## src/rtl/alu_mul_sequencer.sv

```systemverilog
// alu_mul_sequencer: 8-bit unsigned shift-add multiplier sequenced on a shared combinational ALU.
// Ports:
//   clk_i, reset_n_i          clock, synchronous active-low reset
//   start_i, op_a_i, op_b_i   request and operands, sampled on the accept edge in IDLE
//   busy_o, done_o, product_o handshake and low byte of op_a * (op_b mod 2^ITERATIONS)
//   alu_*_o / alu_out_i       drive and result of the shared ALU (00 add, 01 andb, 10 xor, 11 shift)
// Optional: define ALU_MUL_EARLY_EXIT_EN to finish as soon as the remaining multiplier is zero.
module alu_mul_sequencer #(
    parameter int ITERATIONS = 8
) (
    input  logic       clk_i,
    input  logic       reset_n_i,
    input  logic       start_i,
    input  logic [7:0] op_a_i,
    input  logic [7:0] op_b_i,
    output logic       busy_o,
    output logic       done_o,
    output logic [7:0] product_o,
    output logic [7:0] alu_in1_o,
    output logic [7:0] alu_in2_o,
    output logic [1:0] alu_op_o,
    output logic       alu_sub_o,
    output logic       alu_branch_o,
    output logic [1:0] alu_branch_sel_o,
    output logic       alu_shift_left_o,
    input  logic [7:0] alu_out_i
);
    typedef enum logic [2:0] {S_IDLE, S_AND, S_ADD, S_SHL, S_SHR, S_DONE} state_e;
    localparam logic [2:0] LAST = 3'(ITERATIONS - 1);
    state_e state_q, state_d;
    logic [7:0] mcand_q, mcand_d, mplier_q, mplier_d, acc_q, acc_d, part_q, part_d, product_q, product_d;
    logic [2:0] cnt_q, cnt_d;
    logic       zero_exit;
`ifdef ALU_MUL_EARLY_EXIT_EN
    assign zero_exit = alu_out_i == 8'd0;
`else
    assign zero_exit = 1'b0;
`endif
    assign alu_sub_o        = 1'b0;
    assign alu_branch_o     = 1'b0;
    assign alu_branch_sel_o = 2'b00;
    assign product_o        = product_q;
    assign busy_o = state_q == S_AND || state_q == S_ADD || state_q == S_SHL || state_q == S_SHR;
    assign done_o = state_q == S_DONE;
    always_ff @(posedge clk_i) begin
        if (!reset_n_i) begin
            state_q   <= S_IDLE;
            mcand_q   <= '0;
            mplier_q  <= '0;
            acc_q     <= '0;
            part_q    <= '0;
            cnt_q     <= '0;
            product_q <= '0;
        end else begin
            state_q   <= state_d;
            mcand_q   <= mcand_d;
            mplier_q  <= mplier_d;
            acc_q     <= acc_d;
            part_q    <= part_d;
            cnt_q     <= cnt_d;
            product_q <= product_d;
        end
    end
    always_comb begin
        state_d          = state_q;
        mcand_d          = mcand_q;
        mplier_d         = mplier_q;
        acc_d            = acc_q;
        part_d           = part_q;
        cnt_d            = cnt_q;
        product_d        = product_q;
        alu_in1_o        = 8'd0;
        alu_in2_o        = 8'd0;
        alu_op_o         = 2'b00;
        alu_shift_left_o = 1'b0;
        case (state_q)
            S_IDLE: if (start_i) begin
                mcand_d  = op_a_i;
                mplier_d = op_b_i;
                acc_d    = 8'd0;
                cnt_d    = 3'd0;
                state_d  = S_AND;
            end
            // andb masks operand 1 with bit 0 of operand 2: partial = mcand or 0
            S_AND: begin
                alu_in1_o = mcand_q;
                alu_in2_o = mplier_q;
                alu_op_o  = 2'b01;
                part_d    = alu_out_i;
                state_d   = S_ADD;
            end
            S_ADD: begin
                alu_in1_o = acc_q;
                alu_in2_o = part_q;
                acc_d     = alu_out_i;
                state_d   = S_SHL;
            end
            S_SHL: begin
                alu_in1_o        = mcand_q;
                alu_in2_o        = 8'd1;
                alu_op_o         = 2'b11;
                alu_shift_left_o = 1'b1;
                mcand_d          = alu_out_i;
                state_d          = S_SHR;
            end
            S_SHR: begin
                alu_in1_o = mplier_q;
                alu_in2_o = 8'd1;
                alu_op_o  = 2'b11;
                mplier_d  = alu_out_i;
                if (cnt_q == LAST || zero_exit) begin
                    product_d = acc_q;
                    state_d   = S_DONE;
                end else begin
                    cnt_d   = cnt_q + 3'd1;
                    state_d = S_AND;
                end
            end
            S_DONE: state_d = S_IDLE;
            default: state_d = S_IDLE;
        endcase
    end
endmodule

```

## config.mk

```make
export PLATFORM = sky130hd
export DESIGN_NAME = alu_mul_sequencer
export DESIGN_NICKNAME = d
export VERILOG_FILES = /design/src/rtl/alu_mul_sequencer.sv
export SDC_FILE = /design/constraint.sdc
export NUM_CORES = 1
export LEC_CHECK = 0
export CORE_MARGIN = 1
export CORE_UTILIZATION = 49
export DETAILED_ROUTE_END_ITERATION = 16
export PLACE_DENSITY = 0.83
export SETUP_SLACK_MARGIN = 0.05
export SLEW_MARGIN = 5
export SYNTH_ARGS = -nofsm -noshare
export SYNTH_HDL_FRONTEND = slang
export SYNTH_SLANG_ARGS = --single-unit
```

## constraint.sdc

```tcl
create_clock -name clk_i -period 2 [get_ports clk_i]
set_input_delay 0.4 -clock clk_i [delete_from_list [all_inputs] [get_ports clk_i]]
set_output_delay 0.4 -clock clk_i [all_outputs]
set_load 0.02 [all_outputs]
```

==> reports/results.ini, run 1 <==
[outcome]
outcome = finished, final reports clean

[global_route]
first_global_vias = 2384
grt_remaining_overflow = 0
antenna_found_initial = 0
grt_usage_pct = 29.59
grt_max_degree = 26
grt_pass1_wl_um = 11550

[setup_path]
worst-path-max-fanout = 20
slowest_delay_ns = 0.34
cp_top_family = buffers and inverters
cp.depth = 4
cp_slowest_cell = dfxtp_2
cp-startpoint = state_q[2]$_SDFFE_PN0P_
crit_buf_inv = 3
r2r_start = state_q[0]$_SDFFE_PN0P_
cp_cell_sequence = buf_6, buf_4, nor2_1, clkdlybuf4s15_1
ff2ff_path_depth = 5
crit_required_ns = 1.60
crit_type = reg2out
end_kind = primary output
crit_arrival_ns = 1.53
start_kind = register

[logic_synthesis]
syn-cell-area_sq_um = 2366
synth_edf_count = 0
syn_avg_cell_area_sq_um = 8.480
yosys_warnings = 0
syn_inst = 279
yosys-top-cells-area = dfxtp_1, nand2_1, o21ai_0, a21oi_1, o2111a_1
ys.flop_type = dfxtp_1
ys_seq_area_share_pct = 38.92
ys_types = 43
yosysTopAreaCell = dfxtp_1
synth_top_area_share_pct = 38.92
ys_ff_latch = 46
async_reset_ff_share_pct = 0

[layout]
ff_latch_area_sq_um = 927.1
fillers = 319
antenna_cells = 0
layout_commonest_cell = dfxtp_1
layout_common_cells = dfxtp_1, nand2_1, clkdlybuf4s50_1
stdcell_area_sq_um = 3303
multi_input_area_sq_um = 1349
nets = 381
area_growth_pct = 39.61
drive_above_1_share_pct = 28.61

[route]
routed_wl_um = 7382
met2WireLength_um = 3634
drc = 0
vias = 2414
drt_iter0_drc = 115
drt-met1-wl_um = 3058
met3_length_um = 505
ant_nets = 0
drt_pre_antenna_iters = 5
routed.top_layer = met4
wl_per_cell_um = 18.23
avgViaCountPerCell = 5.960

[clocking]
cts_made_buffers = 5
clkTransAtPathRegs_ns = 0.08
clock-sinks = 46
cts_tree = built
cts_hold_buf = 0
htree_levels = 2
clock_latency_ns = 0.30
cts_root_buffer = clkbuf_8
clockBufferDepth = 2

[pwr]
powerDensity_nw_per_um2 = 713.6
peakVddDrop_mv = 0.4529
p_leak_uw = 0.001282

[place]
dpl_cell_area_sq_um = 3090
port_buffers = 55
gp_congestion = 0.9836
dp_slack_ns = -0.06228
dp_hpwl_um = 4782

[sta]
max-slew-margin-rel_pct = 63.39
worst_pin_slew_ns = 0.5471
fmax_mhz = 518.1
holdWs_ns = 0.4608
finalWorstSetupSlack_ns = 0.06968
slew_violations = 0
setup_tns_ns = 0
timing.final.crit_period_ns = 1.930
finClkSkew_ns = 0.004324
rsz0062_at_grt = true
setup_viol = 0
hold_viol = 0
min_period_over_period_pct = 96.52

[floorplanning]
start_util_pct = 52.53
die_h_um = 71.49
rows = 24
core_region_area_sq_um = 4504
die_area_sq_um = 5111
num_io_pins = 60
die_w_um = 71.49

[worst_hold_path]
hp-class = reg2reg
hold_path_depth = 2
hold_start = product_o[7]$_SDFFE_PN0P_

[run]
cap_viol_max_count = 0

[registers in the layout, summed over array words and instances, names as in the netlist]
register   flops
cnt_q          3
acc_q          8
part_q         8
product_o      8
mcand_q        8
state_q        3
mplier_q       8
[power by group]
group          total, uW  switching, uW  internal, uW  leakage [uW]
Combinational        623            319           304      0.000852
Sequential          1040           60.4           983      0.000377
Clock                691            317           374     0.0000524
Total               2360            697          1660       0.00128
[final cells by class]
type                       instances  area share [%]
tap                               52           1.970
timing repair buffer              91           25.68
clock buffer                       7           2.311
multi-input combinational        206           40.83
sequential                        46           28.07
inverter                           2          0.2273
clock inverter                     1          0.9091
[path summary, 6_finish.rpt]
kind | to | slack, ns
max | alu_shift_left_o | 0.07
min | product_o[7]$_SDFFE_PN0P_ | 0.46
max reg2reg | mcand_q[3]$_SDFFE_PN0P_ | 0.16
min reg2reg | product_o[7]$_SDFFE_PN0P_ | 0.46
[cells in the mapped netlist (2+ instances only)]
cell / instances
o21a_1: 2
a21oi_1: 24
nor2b_1: 8
nand2b_1: 7
or3_1: 8
buf_2: 7
nor2_1: 11
nor3_1: 2
o221a_2: 7
nand3_1: 10
buf_6: 4
nand2_1: 45
or2b_1: 4
nor3b_4: 3
o21ai_0: 26
o2111a_1: 8
buf_4: 7
dfxtp_1: 46
a22o_1: 7
clkbuf_1: 9
mux2i_1: 4
a22oi_1: 8
ha_1: 2
[through the flow]
stage,total power (uW),instances,utilization (%)
after floorplan,1366,282,-
after global placement,1604,391,68.61
after detailed placement,1622,391,68.61
after CTS,2300,404,71.08
after global routing,2453,405,73.33
final,2357,405,73.33
[routing by layer]
layer	GRT usage (%)	up-vias
li1	-	1132
met1	37.06	1153
met2	49.74	113
met3	6.329	16
met4	12.20	0
met5	0	-
[what timing repair did]
item | in CTS | in global routing
setup endpoints to repair | 21 | 21
cloned | 0 | 1
gates resized for setup | 102 | 47
pin swaps | 3 | 6
setup buffers | 5 | 2
[worst min-delay path, cell delays in order (launching register included)]
cell,delay (ns)
dfxtp_1,0.31
nand2_1,0.05
o21ai_0,0.06
[cells by family after synthesis]
| group | after synthesis | share of synthesized area [%] |
|---|---|---|
| simple gates | 107 | 24.43 |
| flops | 46 | 38.92 |
| fa+ha+maj | 2 | 1.057 |
| xor+xnor | 1 | 0.3702 |
| mux | 4 | 1.692 |
| other cells | 1 | 0.1585 |
| buf+inv | 30 | 7.561 |
| compound gates | 88 | 25.81 |
Note: power is estimated with default switching activity, not from simulation.
==> inputs of run 2 (changes only) <==
--- a/config.mk
+++ b/config.mk
@@ -7,6 +7,7 @@
 export LEC_CHECK = 0
 export CORE_MARGIN = 1
 export CORE_UTILIZATION = 49
+export CTS_BUF_LIST = sky130_fd_sc_hd__clkbuf_16
 export DETAILED_ROUTE_END_ITERATION = 16
 export PLACE_DENSITY = 0.83
 export SETUP_SLACK_MARGIN = 0.05
==> reports/results.ini, run 2 (synthesis gave the netlist of run 1 again) <==
[outcome]
outcome = finished, final reports clean  ; unchanged

[pwr]
peakVddDrop_mv = 0.5046  ; was 0.4529 mV
p_switching_uw = 678.0  ; was 696.5 uW
p_leak_uw = 0.001262  ; was 0.001282 uW
p_int_uw = 1825  ; was 1661 uW
swShare_pct = 27.09  ; was 29.55%
powerDensity_nw_per_um2 = 784.7  ; was 713.6 nW/um^2
total_power_uw = 2503  ; was 2357 uW
seqPwrFrac_pct = 41.6  ; was 44.3%
pwr-share-clk_pct = 36.3  ; was 29.3%
power_frac_comb_pct = 22.2  ; was 26.4%

[sta]
slew_violations = 0  ; unchanged
setup_viol = 0  ; unchanged
fmax_mhz = 514.8  ; was 518.1 MHz
finalWorstSetupSlack_ns = 0.05736  ; was 0.06968 ns
worst_pin_slew_ns = 0.5470  ; was 0.5471 ns
finClkSkew_ns = 0.003163  ; was 0.004324 ns
rsz0062_at_grt = true  ; unchanged
min_period_over_period_pct = 97.13  ; was 96.52%
holdWs_ns = 0.4572  ; was 0.4608 ns
hold_viol = 0  ; unchanged
max-slew-margin-rel_pct = 63.40  ; was 63.39%
timing.final.crit_period_ns = 1.943  ; was 1.930 ns

[layout]
layout_common_cells = nand2_1, dfxtp_1, clkdlybuf4s50_1  ; was dfxtp_1, nand2_1, clkdlybuf4s50_1
fin_util_pct = 70.81  ; was 73.33%
layout_commonest_cell = nand2_1  ; was dfxtp_1
nets = 377  ; was 381
antenna_cells = 0  ; unchanged
stdcell_area_sq_um = 3189  ; was 3303 sq um
drive_above_1_share_pct = 22.64  ; was 28.61%
area_growth_pct = 34.80  ; was 39.61%
fillers = 338  ; was 319

[place]
dp_hpwl_um = 4782  ; unchanged
dpl_cell_area_sq_um = 3090  ; unchanged
port_buffers = 55  ; unchanged
gp_congestion = 0.9836  ; unchanged
dp_slack_ns = -0.06228  ; unchanged

[setup_path]
cp_cell_sequence = buf_4, nor3b_4, buf_6, nand2_1, o21ai_0, buf_2  ; was buf_6, buf_4, nor2_1, clkdlybuf4s15_1
crit_type = reg2out  ; unchanged
end_kind = primary output  ; unchanged
cp_slowest_cell = dfxtp_2  ; unchanged
crit_arrival_ns = 1.54  ; was 1.53 ns
crit_required_ns = 1.60  ; about the same
slowest_delay_ns = 0.35  ; was 0.34 ns
start_kind = register  ; unchanged
worst-path-max-fanout = 5  ; was 20

[floorplanning]
start_util_pct = 52.53  ; unchanged
die_h_um = 71.49  ; unchanged
die_w_um = 71.49  ; unchanged
num_io_pins = 60  ; unchanged
rows = 24  ; unchanged
die_area_sq_um = 5111  ; unchanged
core_region_area_sq_um = 4504  ; unchanged

[route]
ant_nets = 0  ; unchanged
routed_wl_um = 6812  ; was 7382 um
vias = 2403  ; was 2414
drc = 0  ; unchanged
drt_iter0_drc = 104  ; was 115
avgViaCountPerCell = 5.993  ; was 5.960
wl_per_cell_um = 16.99  ; was 18.23 um
drt_pre_antenna_iters = 4  ; was 5

[clocking]
cts_tree = built  ; unchanged
cts_root_buffer = clkbuf_16  ; was clkbuf_8
htree_levels = 2  ; unchanged
clock_latency_ns = 0.28  ; was 0.30 ns
clock-sinks = 46  ; unchanged
cts_made_buffers = 5  ; unchanged
clkTransAtPathRegs_ns = 0.06  ; was 0.08 ns
clockBufferDepth = 2  ; unchanged

[global_route]
grt_pass1_wl_um = 10940  ; was 11550 um
grt_remaining_overflow = 0  ; unchanged
first_global_vias = 2290  ; was 2384
grt_max_degree = 26  ; unchanged
antenna_found_initial = 0  ; unchanged
grt_usage_pct = 27.63  ; was 29.59%

[run]
cap_viol_max_count = 0  ; unchanged

[worst_hold_path]
hp-class = reg2reg  ; unchanged

## run 2: timing repair
| item | in CTS | in global routing |
|---|---|---|
| resized for setup | 84 | 16 |
| setup buffers | 1 | 2 |
| setup endpoints to repair | 21 | 17 |
| cloned | 0 | 0 |
| hold buffers | 0 | 0 |
| pin swaps | 1 | 2 |
## run 2: layout make-up
class                           count  area [sq um]  share of cell area (%)
Clock buffer                        5         125.1                   3.923
Tap cell                           52         65.06                   2.040
Sequential cell                    46         923.4                   28.95
Clock inverter                      3         37.54                   1.177
Inverter                            2         7.507                  0.2354
Multi-Input combinational cell    206          1289                   40.41
Timing Repair Buffer               87         742.0                   23.26
## run 2: power by group through the flow
stage,Sequential [uW],Clock (uW),Combinational (uW)
floorplan,1040,0,328
global placement,1050,0,550
detailed placement,1050,0,568
CTS,1040,918,553
global route,1050,953,595
finish,1040,908,555
## run 2: through the flow
step                      setup TNS [ns]  std cells
after floorplan                        0        282
after global placement           -0.2107        391
after detailed placement         -0.5105        391
after CTS                              0        400
after global routing                   0        401
final                                  0        401
## run 2: critical path, delay by kind of cell (launching register included)
family	cells	cell delay (ns)
AO/OA/AOI/OAI	1	0.09
AND/OR/NAND/NOR	2	0.31
flip-flops	1	0.35
buffers and inverters	3	0.51
## run 2: per-layer routing
metal / GRT usage (%) / vias up / wire (um) / part of all wire [%]
li1: - / 1129 / - / -
met3: 4.923 / 14 / 597 / 8.8
met4: 8.932 / 0 / 151 / 2.2
met5: 0 / - / 0 / 0
met1: 34.99 / 1126 / 2760 / 41
met2: 47.94 / 134 / 3302 / 48
## run 2: final timing paths
kind                                   from                         to  slack, ns  cells after the start
setup reg to reg    state_q[0]$_SDFFE_PN0P_    mcand_q[7]$_SDFFE_PN0P_       0.20                      5
hold reg to reg   product_o[7]$_SDFFE_PN0P_  product_o[7]$_SDFFE_PN0P_       0.46                      2
hold / removal    product_o[7]$_SDFFE_PN0P_  product_o[7]$_SDFFE_PN0P_       0.46                      2
setup / recovery    state_q[1]$_SDFFE_PN0P_               alu_in1_o[1]       0.06                      6
==> inputs of run 3 (changes only) <==
==> constraint.sdc (replaced) <==
create_clock -name clk_i -period 2 [get_ports clk_i]
set_input_delay 0.5 -clock clk_i [delete_from_list [all_inputs] [get_ports clk_i]]
set_output_delay 0.5 -clock clk_i [all_outputs]
set_load 0.02 [all_outputs]
==> reports/results.ini, run 3 (synthesis gave the netlist of run 1 again) <==
[global_route]
first_global_vias = 2215  ; was 2290
antenna_found_initial = 0  ; unchanged
grt_pass1_wl_um = 10660  ; was 10940 um
grt_usage_pct = 27.23  ; was 27.63%
grt_max_degree = 26  ; unchanged
grt_remaining_overflow = 0  ; unchanged

[pwr]
powerDensity_nw_per_um2 = 769.6  ; was 784.7 nW/um^2
peakVddDrop_mv = 0.5657  ; was 0.5046 mV
p_leak_uw = 0.001294  ; was 0.001262 uW

[sta]
min_period_over_period_pct = 98.91  ; was 97.13%
hold_viol = 0  ; unchanged
finalWorstSetupSlack_ns = 0.02178  ; was 0.05736 ns
holdWs_ns = 0.4646  ; was 0.4572 ns
max-slew-margin-rel_pct = 65.31  ; was 63.40%
rsz0062_at_grt = true  ; unchanged
slew_violations = 0  ; unchanged
finClkSkew_ns = 0.002260  ; was 0.003163 ns
setup_viol = 0  ; unchanged
timing.final.crit_period_ns = 1.978  ; was 1.943 ns
worst_pin_slew_ns = 0.5204  ; was 0.5470 ns
fmax_mhz = 505.5  ; was 514.8 MHz

[floorplanning]
die_h_um = 71.49  ; unchanged
core_region_area_sq_um = 4504  ; unchanged
rows = 24  ; unchanged
die_w_um = 71.49  ; unchanged
num_io_pins = 60  ; unchanged
start_util_pct = 52.53  ; unchanged
die_area_sq_um = 5111  ; unchanged

[clocking]
clkTransAtPathRegs_ns = 0.06  ; about the same
clockBufferDepth = 2  ; unchanged
cts_made_buffers = 5  ; unchanged
htree_levels = 2  ; unchanged
clock_latency_ns = 0.28  ; about the same
cts_tree = built  ; unchanged
cts_root_buffer = clkbuf_16  ; unchanged
clock-sinks = 46  ; unchanged

[place]
port_buffers = 55  ; unchanged
dp_slack_ns = -0.1382  ; was -0.06228 ns
dp_hpwl_um = 4783  ; was 4782 um
gp_congestion = 0.9967  ; was 0.9836

[setup_path]
r2r_start = state_q[0]$_SDFFE_PN0P_  ; unchanged
ff2ff_path_depth = 5  ; unchanged
start_kind = register  ; unchanged
crit_arrival_ns = 1.48  ; was 1.54 ns
cp_top_family = buffers and inverters  ; unchanged
crit_type = reg2out  ; unchanged
slowest_delay_ns = 0.33  ; was 0.35 ns
end_kind = primary output  ; unchanged
worstReg2RegEnd = mcand_q[7]$_SDFFE_PN0P_  ; unchanged
cp_cell_sequence = buf_4, nor2b_1, buf_4, a22oi_1, o21ai_1, buf_4  ; was buf_4, nor3b_4, buf_6, nand2_1, o21ai_0, buf_2
crit_buf_inv = 3  ; unchanged
worst-path-max-fanout = 8  ; was 5
crit_required_ns = 1.50  ; was 1.60 ns
cpMostUsedCell = buf_4
cp_slowest_cell = dfxtp_2  ; unchanged
regToRegSetupSlack_ns = 0.24  ; was 0.20 ns

[outcome]
outcome = finished, final reports clean  ; unchanged

[route]
wl_per_cell_um = 16.85  ; was 16.99 um
ant_nets = 0  ; unchanged
drc = 0  ; unchanged
routed_wl_um = 6809  ; was 6812 um
avgViaCountPerCell = 5.842  ; was 5.993
drt_pre_antenna_iters = 4  ; unchanged
drt_iter0_drc = 186  ; was 104
vias = 2360  ; was 2403

[layout]
fillers = 336  ; was 338
layout_common_cells = nand2_1, dfxtp_1, clkdlybuf4s50_1, buf_4, a21oi_1  ; was nand2_1, dfxtp_1, clkdlybuf4s50_1
ff_latch_area_sq_um = 924.6  ; was 923.4 sq um
multi_input_area_sq_um = 1304  ; was 1289 sq um
nets = 380  ; was 377
area_growth_pct = 40.35  ; was 34.80%
drive_above_1_share_pct = 24.72  ; was 22.64%
antenna_cells = 0  ; unchanged
layout_commonest_cell = nand2_1  ; unchanged

[worst_hold_path]
hold_start = product_o[4]$_SDFFE_PN0P_  ; was product_o[7]$_SDFFE_PN0P_
hold_path_depth = 2  ; unchanged
min_to = product_o[4]$_SDFFE_PN0P_  ; was product_o[7]$_SDFFE_PN0P_
hp-class = reg2reg  ; unchanged

[run]
cap_viol_max_count = 0  ; unchanged

[run 3: cell types whose count changed in the layout (fill, tap and decap cells not counted), sizes merged]
cell	delta
clkbuf	-2
buf	+5
dlygate4sd2	-1
clkdlybuf4s15	+1
[run 3: layout make-up]
type / count / share of cell area (%)
Clock inverter: 3 / 1.130
Timing Repair Buffer: 90 / 25.81
Clock buffer: 5 / 3.768
Multi-Input combinational cell: 206 / 39.26
Tap cell: 52 / 1.959
Inverter: 2 / 0.2261
Sequential cell: 46 / 27.84
[run 3: power by group]
part	switching, uW	internal [uW]
clock	334	580
sequential	55.2	985
combinational	302	299
[run 3: stage by stage]
step | power [uW] | TNS, ns | util (%) | std cells | area (sq um)
after floorplan | 1366 | 0 | - | 282 | 2377
after global placement | 1615 | -1.911 | 69.22 | 393 | 3118
after detailed placement | 1627 | -2.067 | 69.22 | 393 | 3118
after CTS | 2529 | 0 | 72.56 | 404 | 3268
after global routing | 2639 | -0.1167 | 73.72 | 404 | 3321
final | 2556 | 0 | 73.72 | 404 | 3321
[run 3: timing repair]
action / in CTS / in global routing
setup buffers: 3 / 0
hold buffers: 0 / 0
pin swaps: 2 / 8
resized for setup: 113 / 25
setup endpoints to repair: 21 / 21
gates cloned: 0 / 0
[run 3: how the worst max path moves through the flow]
stage	from	end	slack, ns	depth (start not counted)
after floorplan	state_q[0]$_SDFFE_PN0P_	alu_in1_o[0]	0.18	4
after global placement	state_q[2]$_SDFFE_PN0P_	alu_in2_o[5]	-0.13	5
after detailed placement	state_q[1]$_SDFFE_PN0P_	alu_in1_o[6]	-0.14	6
after CTS	state_q[0]$_SDFFE_PN0P_	busy_o	0.02	5
after global routing	state_q[1]$_SDFFE_PN0P_	alu_in1_o[5]	-0.04	6
final	state_q[1]$_SDFFE_PN0P_	alu_in1_o[6]	0.02	6
[run 3: tightest hold or removal path, stage by stage (launching register included)]
cell and delay, ns:
dfxtp_1 0.31, nand2_1 0.05, o21ai_0 0.06
[run 3: layer usage]
layer / vias up / part of all wire [%] / track usage (%)
met1: 1115 / 44 / 35.23
met2: 97 / 48 / 44.97
li1: 1134 / - / -
met3: 14 / 6.4 / 5.907
met5: - / 0 / 0
met4: 0 / 1.9 / 10.02
==> edit 1 (config.mk and constraints of run 3) <==
Build with the macro `ALU_MUL_EARLY_EXIT_EN` defined.
--- a/src/rtl/alu_mul_sequencer.sv
+++ b/src/rtl/alu_mul_sequencer.sv
@@ -5,6 +5,8 @@
 //   busy_o, done_o, product_o handshake and low byte of op_a * (op_b mod 2^ITERATIONS)
 //   alu_*_o / alu_out_i       drive and result of the shared ALU (00 add, 01 andb, 10 xor, 11 shift)
 // Optional: define ALU_MUL_EARLY_EXIT_EN to finish as soon as the remaining multiplier is zero.
+`define ALU_MUL_EARLY_EXIT_EN
+
 module alu_mul_sequencer #(
     parameter int ITERATIONS = 8
 ) (
Function: changed (Yosys sat finds a counterexample within 10 cycles, from zero or initial values and one cycle with reset_n_i low).
==> edit 1 against run 3 <==
- routed wire length up 18%
- register-to-register slack lost 0.07 ns
- power shrank 8.7%
- area after synthesis up 2.2%
- clock skew rose by 0.0029 ns
- setup slack worse by 0.0018 ns
- clock power fell by 11%
- design area is 4.7% higher
- sequential cell count unchanged
- critical endpoint is now alu_in2_o[7]
- highest routed layer unchanged
==> edit 1: results (changes against run 3) <==
* Inserted tap cell count at 67 (was 52)
* Worst Hold Endpoint: part_q[2] (was product_o[4])
* Ranking of synthesized cells by area: sky130_fd_sc_hd__dfxtp_1 38%, sky130_fd_sc_hd__nand2_1 12%, sky130_fd_sc_hd__o21ai_0 5.0% (was sky130_fd_sc_hd__dfxtp_1 39%, sky130_fd_sc_hd__nand2_1 7.1%, sky130_fd_sc_hd__o21ai_0 5.5%)
* Peak VDD IR at 580 µV (was 566 µV)
* Share of cells above drive strength 1 at 24.6% (was 24.7%)
* Register area at 927 µm² (was 925 µm²)
* Part of the cycle the worst path needs at 99.0% (was 98.9%)
* Number of cells produced by synthesis at 318 (was 279)
* Number of setup buffers added after CTS at 0 (was 3)
* Register-to-Register Path Depth at 6 (was 5)
* Final Wtd Congestion at 0.894 (was 0.997)
* Wire length on met2 at 3840 µm (was 3240 µm)
* Clock Skew at 0.00516 ns (was 0.00226 ns)
* Resized cells post-CTS at 109 (was 113)
* Leakage Power at 1.39 nW (was 1.29 nW)
* Sequential-to-total area share from yosys stat at 38.1% (was 38.9%)
* Met2 Track Usage GR at 51.0% (was 45.0%)
* Fillers at 361 (was 336)
* Reg-to-reg setup timing slack at 0.17 ns (was 0.24 ns)
* 1st-pass router iterations at 5 (was 4)
* Worst r2r dst: acc_q[0] (was mcand_q[7])
* Combined area of the multi-input logic cells at 0.00139 mm² (was 0.00130 mm²)
* Result of the run: finished clean (unchanged)
* Number of nets in the finished design at 423 (was 380)
* Pre-CTS setup slack at -0.435 ns (was -0.138 ns)
* Avg WL per Cell at 17.4 µm (was 16.9 µm)
* Post-detailed-placement half-perimeter wirelength at 5220 µm (was 4780 µm)
* Worst hold margin at 0.463 ns (was 0.465 ns)
* Clock-cell share at 4.06% (was 4.90%)
* Routed metal-1 wire length at 3240 µm (was 3010 µm)
* Fraction of area in registers at 26.7% (was 27.8%)
* Wire length reported by the detailed router at 8020 µm (was 6810 µm)
* First-pass GRT wire length at 12500 µm (was 10700 µm)
* Min-Delay Startpoint: part_q[2] (was product_o[4])
* Maximum fanout along the worst path at 5 (was 8)
* Crit path to: alu_in2_o[7] (was alu_in1_o[6])
* Fraction of synthesized cell area in xor and xnor cells at 0.725% (was 0.370%)
* Post-detailed-route via-to-cell ratio at 6.23 (was 5.84)
* Met3 global-route usage at 5.83% (was 5.91%)
* Most used standard cells in the synthesized netlist: 75 x sky130_fd_sc_hd__nand2_1, 46 x sky130_fd_sc_hd__dfxtp_1, 24 x sky130_fd_sc_hd__o21ai_0, 19 x sky130_fd_sc_hd__nand3_1, 18 x sky130_fd_sc_hd__clkbuf_1 (was 46 x sky130_fd_sc_hd__dfxtp_1, 45 x sky130_fd_sc_hd__nand2_1, 26 x sky130_fd_sc_hd__o21ai_0, 24 x sky130_fd_sc_hd__a21oi_1, 11 x sky130_fd_sc_hd__nor2_1)
* Iteration-0 DRC count of the detailed router at 367 (was 186)
* Adder-cell area share of the yosys netlist at 1.04% (was 1.06%)
[edit 1: changes by cell type in the layout (fill, tap and decap cells not counted), moves of 8 or more]
cell,run 3,this run
sky130_fd_sc_hd__a31oi_1,0,16
sky130_fd_sc_hd__clkdlybuf4s50_1,34,26
sky130_fd_sc_hd__buf_4,34,45
sky130_fd_sc_hd__o2111a_1,8,0
sky130_fd_sc_hd__nor2_1,11,2
sky130_fd_sc_hd__nand3_1,10,19
sky130_fd_sc_hd__o2111ai_1,0,8
sky130_fd_sc_hd__nand4_1,0,16
sky130_fd_sc_hd__or4_1,0,8
sky130_fd_sc_hd__nand2_1,45,75
sky130_fd_sc_hd__or3_1,8,0
[edit 1: report_power, final]
part           switching (W)  leakage [nW]  internal [W]
combinational       0.000276         0.943      0.000233
sequential         0.0000456         0.376      0.000968
clock               0.000354        0.0689      0.000457
[edit 1: logic make-up after synthesis]
logic type	count (synthesis)
xor+xnor	2
fa+ha+maj	2
buf+inv	40
flops	46
mux	3
simple gates	139
other cells	1
compound gates	85
==> edit 2 (flow settings as in run 3) <==
Made on the original files. Reset style: asynchronous (`reset_n_i`), changed in one clocked block. Comments in the files are not updated.
--- a/src/rtl/alu_mul_sequencer.sv
+++ b/src/rtl/alu_mul_sequencer.sv
@@ -42,7 +42,7 @@
     assign product_o        = product_q;
     assign busy_o = state_q == S_AND || state_q == S_ADD || state_q == S_SHL || state_q == S_SHR;
     assign done_o = state_q == S_DONE;
-    always_ff @(posedge clk_i) begin
+    always_ff @(posedge clk_i or negedge reset_n_i) begin
         if (!reset_n_i) begin
             state_q   <= S_IDLE;
             mcand_q   <= '0;
Formal check against the unedited RTL: differs if reset_n_i is asserted again (counterexample within 4 cycles, from zero or initial values and one cycle with reset_n_i low); with reset_n_i held inactive, the same outputs for 10 cycles.
==> edit 2 against run 3 <==
- critical path type unchanged
- via count is 18% lower
- the run now ends with setup timing left
- routed wire length decreased by 4.3%
- die area is 4.5% lower
- area after synthesis is 4.7% lower
- design area rose by 3.9%
- count of clock-buffer cells in the layout unchanged
- largest cell class is now registers
- sequential cell count unchanged
- utilization increased by 5.0 points
- global-route usage is 0.96 points lower
- setup slack worse by 0.19 ns
- sequential share of layout area is 5.6 points higher
Power is not compared: it rests on default switching activity, and its combinational part moved more than twofold at a synthesized area within 25%.
==> edit 2: results (changes against run 3) <==
* Result of the run: finished with violations (was finished clean)
* Setup TNS after final layout at -1.20 ns (was 0 ns)
* Reg-to-reg setup timing slack at 0.18 ns (was 0.24 ns)
* Met3 global-route usage at 5.77% (was 5.91%)
* Worst Slack Setup Final at -0.165 ns (was 0.0218 ns)
* Violations in the final reports: setup timing
* Fillers at 261 (was 336)
* GRT Resource Usage Total at 26.3% (was 27.2%)
* Met2 Track Usage GR at 44.0% (was 45.0%)
* Worst r2r dst: product_o[7] (was mcand_q[7])
* Count of multi-input combinational gates at 139 (was 206)
* Fraction of synthesized cell area in xor and xnor cells at 0% (was 0.370%)
* Final setup viols at 17 (was 0)
* Crit path to: alu_in1_o[2] (was alu_in1_o[6])
* Wire length on met2 at 3430 µm (was 3240 µm)
* Ranking of synthesized cells by area: sky130_fd_sc_hd__dfrtp_1 51%, sky130_fd_sc_hd__mux2i_1 7.1%, sky130_fd_sc_hd__a22o_1 5.8% (was sky130_fd_sc_hd__dfxtp_1 39%, sky130_fd_sc_hd__nand2_1 7.1%, sky130_fd_sc_hd__o21ai_0 5.5%)
* Fraction of area in multi-input gates at 32.0% (was 39.3%)
* Number of ordinary and repair buffers in the finished layout at 93 (was 90)
* Wire length on met3 at 354 µm (was 438 µm)
* Iteration-0 DRC count of the detailed router at 121 (was 186)
* Share of cells above drive strength 1 at 36.8% (was 24.7%)
* Utilization after layout at 78.7% (was 73.7%)
* Adder-cell area share of the yosys netlist at 1.11% (was 1.06%)
* Flip-flop and latch count at 46 (unchanged)
* Post-detailed-placement half-perimeter wirelength at 3970 µm (was 4780 µm)
* Register area at 0.00115 mm² (was 925 µm²)
[edit 2: cell count changes in the layout (fill, tap and decap cells not counted), sizes merged, moves of 8 or more]
cell	change
o2111a	-8
or3	-8
a22o	+8
mux2	+16
dfrtp	+46
mux2i	+12
dfxtp	-46
a21oi	-16
nand3	-10
nand2	-24
[edit 2: cell families after synthesis]
group	after synthesis
mux	32
compound gates	54
flops	46
simple gates	47
buf+inv	19
other cells	1
fa+ha+maj	2
[edit 2: worst max-delay path: stages, from the launching register on]
cell                      delay, ns
sky130_fd_sc_hd__dfrtp_1       0.42
sky130_fd_sc_hd__buf_12        0.16
sky130_fd_sc_hd__nor3b_4       0.28
sky130_fd_sc_hd__buf_6         0.17
sky130_fd_sc_hd__nand2_1       0.06
sky130_fd_sc_hd__o21ai_1       0.11
sky130_fd_sc_hd__buf_4         0.18
[edit 2: timing repair]
action                                  4_1_cts  5_1_grt
endpoints found under the setup margin       21       21
hold buffers                                  0        0
buffers inserted                              5        7
pin swaps                                    13       12
resized for setup                           124       38
